### src/rtl/cust_spike_detector_if.sv
// Sample-input and spike-event streams of the spike detector.
// Both directions use a valid/ready handshake: a transfer happens on a cycle
// where the producer's valid and the consumer's read are both high.
interface cust_spike_detector_if #(
  parameter int unsigned CHANNELS_PW2 = 7
);
  logic [15:0]             chan_in_sample;
  logic [CHANNELS_PW2-1:0] chan_in_num;
  logic                    chan_in_valid;
  logic                    chan_in_read;
  logic [CHANNELS_PW2-1:0] spike_num;
  logic                    spike_valid;
  logic                    spike_read;

  // Environment side: supplies samples, consumes spike events.
  modport master (
    output chan_in_sample, chan_in_num, chan_in_valid, spike_read,
    input  chan_in_read, spike_num, spike_valid
  );

  // Detector side: consumes samples, supplies spike events.
  modport slave (
    input  chan_in_sample, chan_in_num, chan_in_valid, spike_read,
    output chan_in_read, spike_num, spike_valid
  );
endinterface

### src/rtl/cust_spike_detector.sv
// Multi-channel threshold spike detector.
// Each channel must first see a sample above threshold (arming) before a
// sample at or below threshold raises an event; after an event the channel
// ignores the next `refractory` accepted samples. Events are presented one at
// a time on a single-entry output register with valid/read handshake.
module cust_spike_detector #(
  parameter int unsigned CHANNELS     = 1,
  parameter int unsigned CHANNELS_PW2 = 7
) (
  input  logic                 clk,
  input  logic                 reset,
  cust_spike_detector_if.slave bus,
  input  logic [15:0]          threshold,
  input  logic [15:0]          refractory,
  input  logic                 enable,
  output logic [31:0]          spike_count
);

  // State is sized to the full channel-number space so any chan_in_num
  // indexes a real entry; entries at or above CHANNELS are never written.
  localparam int unsigned DEPTH = 32'd1 << CHANNELS_PW2;

  logic [15:0]             rc    [DEPTH];
  logic                    armed [DEPTH];

  logic                    ev_valid;
  logic [CHANNELS_PW2-1:0] ev_num;
  logic [31:0]             ev_count;

  logic                    in_read;
  logic                    in_range;
  logic                    take;
  logic [15:0]             cur_rc;
  logic                    cur_armed;
  logic                    crossing;
  logic                    fire;

  // Input is ready whenever the output slot is free or being emptied this cycle.
  assign in_read         = !reset && (!ev_valid || bus.spike_read);
  assign bus.chan_in_read = in_read;
  assign bus.spike_valid  = ev_valid;
  assign bus.spike_num    = ev_num;
  assign spike_count      = ev_count;

  // Decode the accepted sample against its channel's state.
  always_comb begin
    in_range  = 32'(bus.chan_in_num) < CHANNELS;
    take      = bus.chan_in_valid && in_read && in_range;
    cur_rc    = rc[bus.chan_in_num];
    cur_armed = armed[bus.chan_in_num];
    crossing  = $signed(bus.chan_in_sample) <= $signed(threshold);
    fire      = take && (cur_rc == '0) && crossing && cur_armed && enable;
  end

  // Per-channel refractory counter and arm flag.
  always_ff @(posedge clk) begin
    if (reset) begin
      for (int unsigned i = 0; i < DEPTH; i++) begin
        rc[i]    <= '0;
        armed[i] <= 1'b0;
      end
    end else if (take) begin
      if (cur_rc != '0) begin
        rc[bus.chan_in_num] <= cur_rc - 16'd1;
      end else if (!crossing) begin
        armed[bus.chan_in_num] <= 1'b1;
      end else if (cur_armed && enable) begin
        armed[bus.chan_in_num] <= 1'b0;
        rc[bus.chan_in_num]    <= refractory;
      end
    end
  end

  // Output event slot and running event count; a new event overwrites a
  // slot that is being read in the same cycle, so nothing is lost.
  always_ff @(posedge clk) begin
    if (reset) begin
      ev_valid <= 1'b0;
      ev_num   <= '0;
      ev_count <= '0;
    end else if (fire) begin
      ev_valid <= 1'b1;
      ev_num   <= bus.chan_in_num;
      ev_count <= ev_count + 32'd1;
    end else if (bus.spike_read) begin
      ev_valid <= 1'b0;
    end
  end

endmodule

### src/flat_wrapper.sv
// flat-port wrapper written by rule: the top's interface ports become plain ports
module cust_spike_detector_flat 
#(
  parameter int unsigned CHANNELS     = 1,
  parameter int unsigned CHANNELS_PW2 = 7
)
  (clk, reset, threshold, refractory, enable, spike_count, bus_chan_in_sample, bus_chan_in_num, bus_chan_in_valid, bus_spike_read, bus_chan_in_read, bus_spike_num, bus_spike_valid);
  cust_spike_detector_if #(.CHANNELS_PW2(CHANNELS_PW2)) bus_i ();
  input  logic clk;
  input  logic reset;
  input  logic [15:0] threshold;
  input  logic [15:0] refractory;
  input  logic enable;
  output logic [31:0] spike_count;
  input wire logic [$bits(bus_i.chan_in_sample)-1:0] bus_chan_in_sample;
  input wire logic [$bits(bus_i.chan_in_num)-1:0] bus_chan_in_num;
  input wire logic [$bits(bus_i.chan_in_valid)-1:0] bus_chan_in_valid;
  input wire logic [$bits(bus_i.spike_read)-1:0] bus_spike_read;
  output wire logic [$bits(bus_i.chan_in_read)-1:0] bus_chan_in_read;
  output wire logic [$bits(bus_i.spike_num)-1:0] bus_spike_num;
  output wire logic [$bits(bus_i.spike_valid)-1:0] bus_spike_valid;
  assign bus_i.chan_in_sample = bus_chan_in_sample;
  assign bus_i.chan_in_num = bus_chan_in_num;
  assign bus_i.chan_in_valid = bus_chan_in_valid;
  assign bus_i.spike_read = bus_spike_read;
  assign bus_chan_in_read = bus_i.chan_in_read;
  assign bus_spike_num = bus_i.spike_num;
  assign bus_spike_valid = bus_i.spike_valid;
  cust_spike_detector #(.CHANNELS(CHANNELS), .CHANNELS_PW2(CHANNELS_PW2)) u_core (.clk(clk), .reset(reset), .bus(bus_i), .threshold(threshold), .refractory(refractory), .enable(enable), .spike_count(spike_count));
endmodule
### config.mk
export PLATFORM = sky130hd
export DESIGN_NAME = cust_spike_detector_flat
export DESIGN_NICKNAME = d
export VERILOG_FILES = /design/src/rtl/cust_spike_detector_if.sv /design/src/rtl/cust_spike_detector.sv /design/src/flat_wrapper.sv
export SDC_FILE = /design/constraint.sdc
export NUM_CORES = 2
export LEC_CHECK = 0
export ABC_CLOCK_PERIOD_IN_PS = 8000
export BUFFER_PORTS_ARGS = -buffer_cell sky130_fd_sc_hd__buf_2
export CAP_MARGIN = 20
export CORE_MARGIN = 2
export CORE_UTILIZATION = 45
export CTS_CLUSTER_DIAMETER = 100
export DETAILED_ROUTE_END_ITERATION = 12
export HOLD_SLACK_MARGIN = 0.08
export SLEW_MARGIN = 20
export SYNTH_ARGS = -nofsm -noshare
export SYNTH_HDL_FRONTEND = slang
export SYNTH_SLANG_ARGS = --single-unit
### constraint.sdc
create_clock -name clk -period 8 [get_ports clk]
set_input_delay 1.2 -clock clk [delete_from_list [all_inputs] [get_ports clk]]
set_output_delay 1.2 -clock clk [all_outputs]
set_load 0.05 [all_outputs]
==> results_dict.tcl <==
set metrics [dict create \
    hp-class "register to register" \
    post_drt_wl_per_cell_um 22.6 \
    wl_um 231000 \
    cp_max_fo 45 \
    p_per_area_mw_per_mm2 243 \
    die_h_um 449 \
    clk_path_buf_depth 3 \
    clk_pin_slew_ns 0.06 \
    r2r_setup_slack_ns 2.80 \
    num_vias 52000 \
    finalMaxSlewViolations 0 \
    root_buffer "clkbuf_16" \
    avgViaCountPerCell 5.08 \
    synth_edf_count 2176 \
    clk_latency_ns 0.87 \
    grt_max_degree 194 \
    numCtsBuffers 226 \
    drive_gt1_frac 0.110 \
    post_cts_buffers 0 \
    max_freq_mhz 153 \
    core_area_mm2 0.197 \
    cts_tree "built" \
    synth.avg_cell_area_um2 16.4 \
    rsz0062_at_grt "false" \
    synth_area_leaders "edfxtp_1 73%, mux2i_1 3.0%, a221oi_1 2.2%" \
    initial_core_util 0.452 \
    cts.sinks 2216 \
    synth.distinct_cells 104 \
    area_delta_synth_final_pct 19.7 \
    post-route-min-period_ns 6.52 \
    yosys_warnings 0 \
    worst_slew_pin_slew_ns 1.25 \
    final-hold-violation-count 0 \
    netlist_top_cells_count "2176 x edfxtp_1, 377 x clkbuf_1, 266 x mux2i_1" \
    grt_pass1_wl_um 339000 \
    fp.dieW_um 449 \
    endpoint_kind "register" \
    yosysSeqAreaShare 0.743 \
    synth.most_common_cell "edfxtp_1" \
    required_ns 8.45 \
    fin_crit_sh 0.815 \
    cp_data_arrival_time_ns 6.97 \
    instances_no_fill 10200 \
    netlist_area_mm2 0.0890 \
    overflow 0 \
    portBuffers 100 \
    ys.flop_type "edfxtp_1" \
    antenna_found_initial 13 \
    ant_nets 0 \
    syn_inst 5423 \
    grt_use_total 0.228 \
    gp_congestion 0.830 \
    status "finished clean" \
    first_iter_violations 5899 \
    slew_headroom 0.165 \
    critPathLaunchType "input pin" \
    post-route-drc-count 0 \
    nNetsFinal 7502 \
    rows 163 \
    skew_ns 0.0388 \
    path_class "input pin to register" \
    setup_viol 0 \
    first_global_vias 51000 \
    die_area_mm2 0.201 \
    ctsHoldBuffers 0 \
    synth_area_leader_cell "edfxtp_1" \
    async_flop_share 0 \
    detail_route.first_pass.iterations 8 \
    fin_setup_tns_ns 0 \
    synth_top_area_share 0.734 \
    dp_hpwl_um 139000 \
    boundaryPins 101 \
    post_cts_resized 0 \
    htree_num_levels 4 \
    dpl.cell_count 9833 \
    maxCapViolCount 0 \
    ir_drop_mv 0.286 \
    power.static_leakage_nw 40.3 \
    synth-seq-cells 2216 \
]
cells in the final DEF (no fill, tap or decap), types with 46 or more instances in the layout:
cell type  instances
a221oi_1         223
clkinv_1          51
nand2_1          190
buf_2             94
a21oi_1          184
o221ai_1          46
mux2i_1          266
conb_1          2159
clkbuf_16        229
nand3_1           46
nor2_1           121
buf_4            139
o22ai_1           98
edfxtp_1        2176
mux2_2           107
clkbuf_1          53
mux4_2            57
o21ai_0          125
a22o_1            82
a22oi_1          201
layout make-up:
type	instances	area (µm²)
Inverter	36	148
Clock inverter	117	813
Clock buffer	289	6030
Sequential cell	2216	66100
Antenna cell	2	5.00
Fill cell	16200	90500
Multi-Input combinational cell	4665	27700
Tap cell	2640	3300
Timing Repair Buffer	278	2410
logic make-up (layout without fill, tap and decap cells):
logic type	count (synthesis)	in the layout	synth area share
flip-flops	2216	2216	0.743
AO/OA/AOI/OAI	1372	1372	0.116
buffers and inverters	700	720	0.0381
AND/OR/NAND/NOR	664	664	0.0395
multiplexers	437	437	0.0588
adder cells (fa/ha/maj)	19	19	0.00267
XOR/XNOR	14	14	0.00138
other	1	2161	0.0000421
state kept, by name, indices dropped and copies added, names as in the netlist:
name                    count
u_core.spike_count         32
u_core.armed              128
u_core.bus.spike_valid      1
u_core.rc                2048
u_core.bus.spike_num        7
worst max-delay path, cell delays in order:
cell and delay [ns]:
buf_8 0.39, buf_12 0.35, buf_4 0.42, mux2_2 0.39
a211oi_1 0.25, a211oi_1 0.13, a211oi_1 0.50, nand4_1 0.40
nor2_1 0.50, nor4b_4 0.50, and3_1 0.32, nand2_1 0.10
o21bai_1 0.70, nand2_1 0.64
stage by stage:
stage	worst slack (ns)	power, W	utilization	hold slack (ns)	instance area, µm²
5_1_grt	1.14	0.0267	0.541	0.490	107000
4_1_cts	1.55	0.0260	0.541	0.480	106000
2_1_floorplan	2.34	0.0154	-	0.704	97100
3_3_place_gp	0.641	0.0162	0.506	0.461	99600
3_5_place_dp	0.613	0.0162	0.506	0.466	99700
6_report	1.48	0.0259	0.541	0.478	107000
per-layer routing:
| metal | global-route usage | part of all wire |
|---|---|---|
| met5 | 0 | 0.00020 |
| met4 | 0.0648 | 0.026 |
| met3 | 0.0345 | 0.074 |
| met2 | 0.368 | 0.47 |
| met1 | 0.321 | 0.43 |
power breakdown:
part | internal [W] | total (W) | switching, W | leakage, nW
sequential | 0.0138 | 0.0140 | 0.000225 | 21.6
clock | 0.00551 | 0.00984 | 0.00433 | 3.36
combinational | 0.000633 | 0.00203 | 0.00140 | 15.3
final timing paths:
check / startpoint / end / depth (start not counted)
max: bus_chan_in_num[2] / u_core.rc[0][8] / 14
min: u_core.bus.spike_num[6] / u_core.bus.spike_num[6] / 1
max reg2reg: u_core.rc[118][3] / u_core.rc[0][8] / 11
min reg2reg: u_core.bus.spike_num[6] / u_core.bus.spike_num[6] / 1
(Power assumes the default switching activity.)
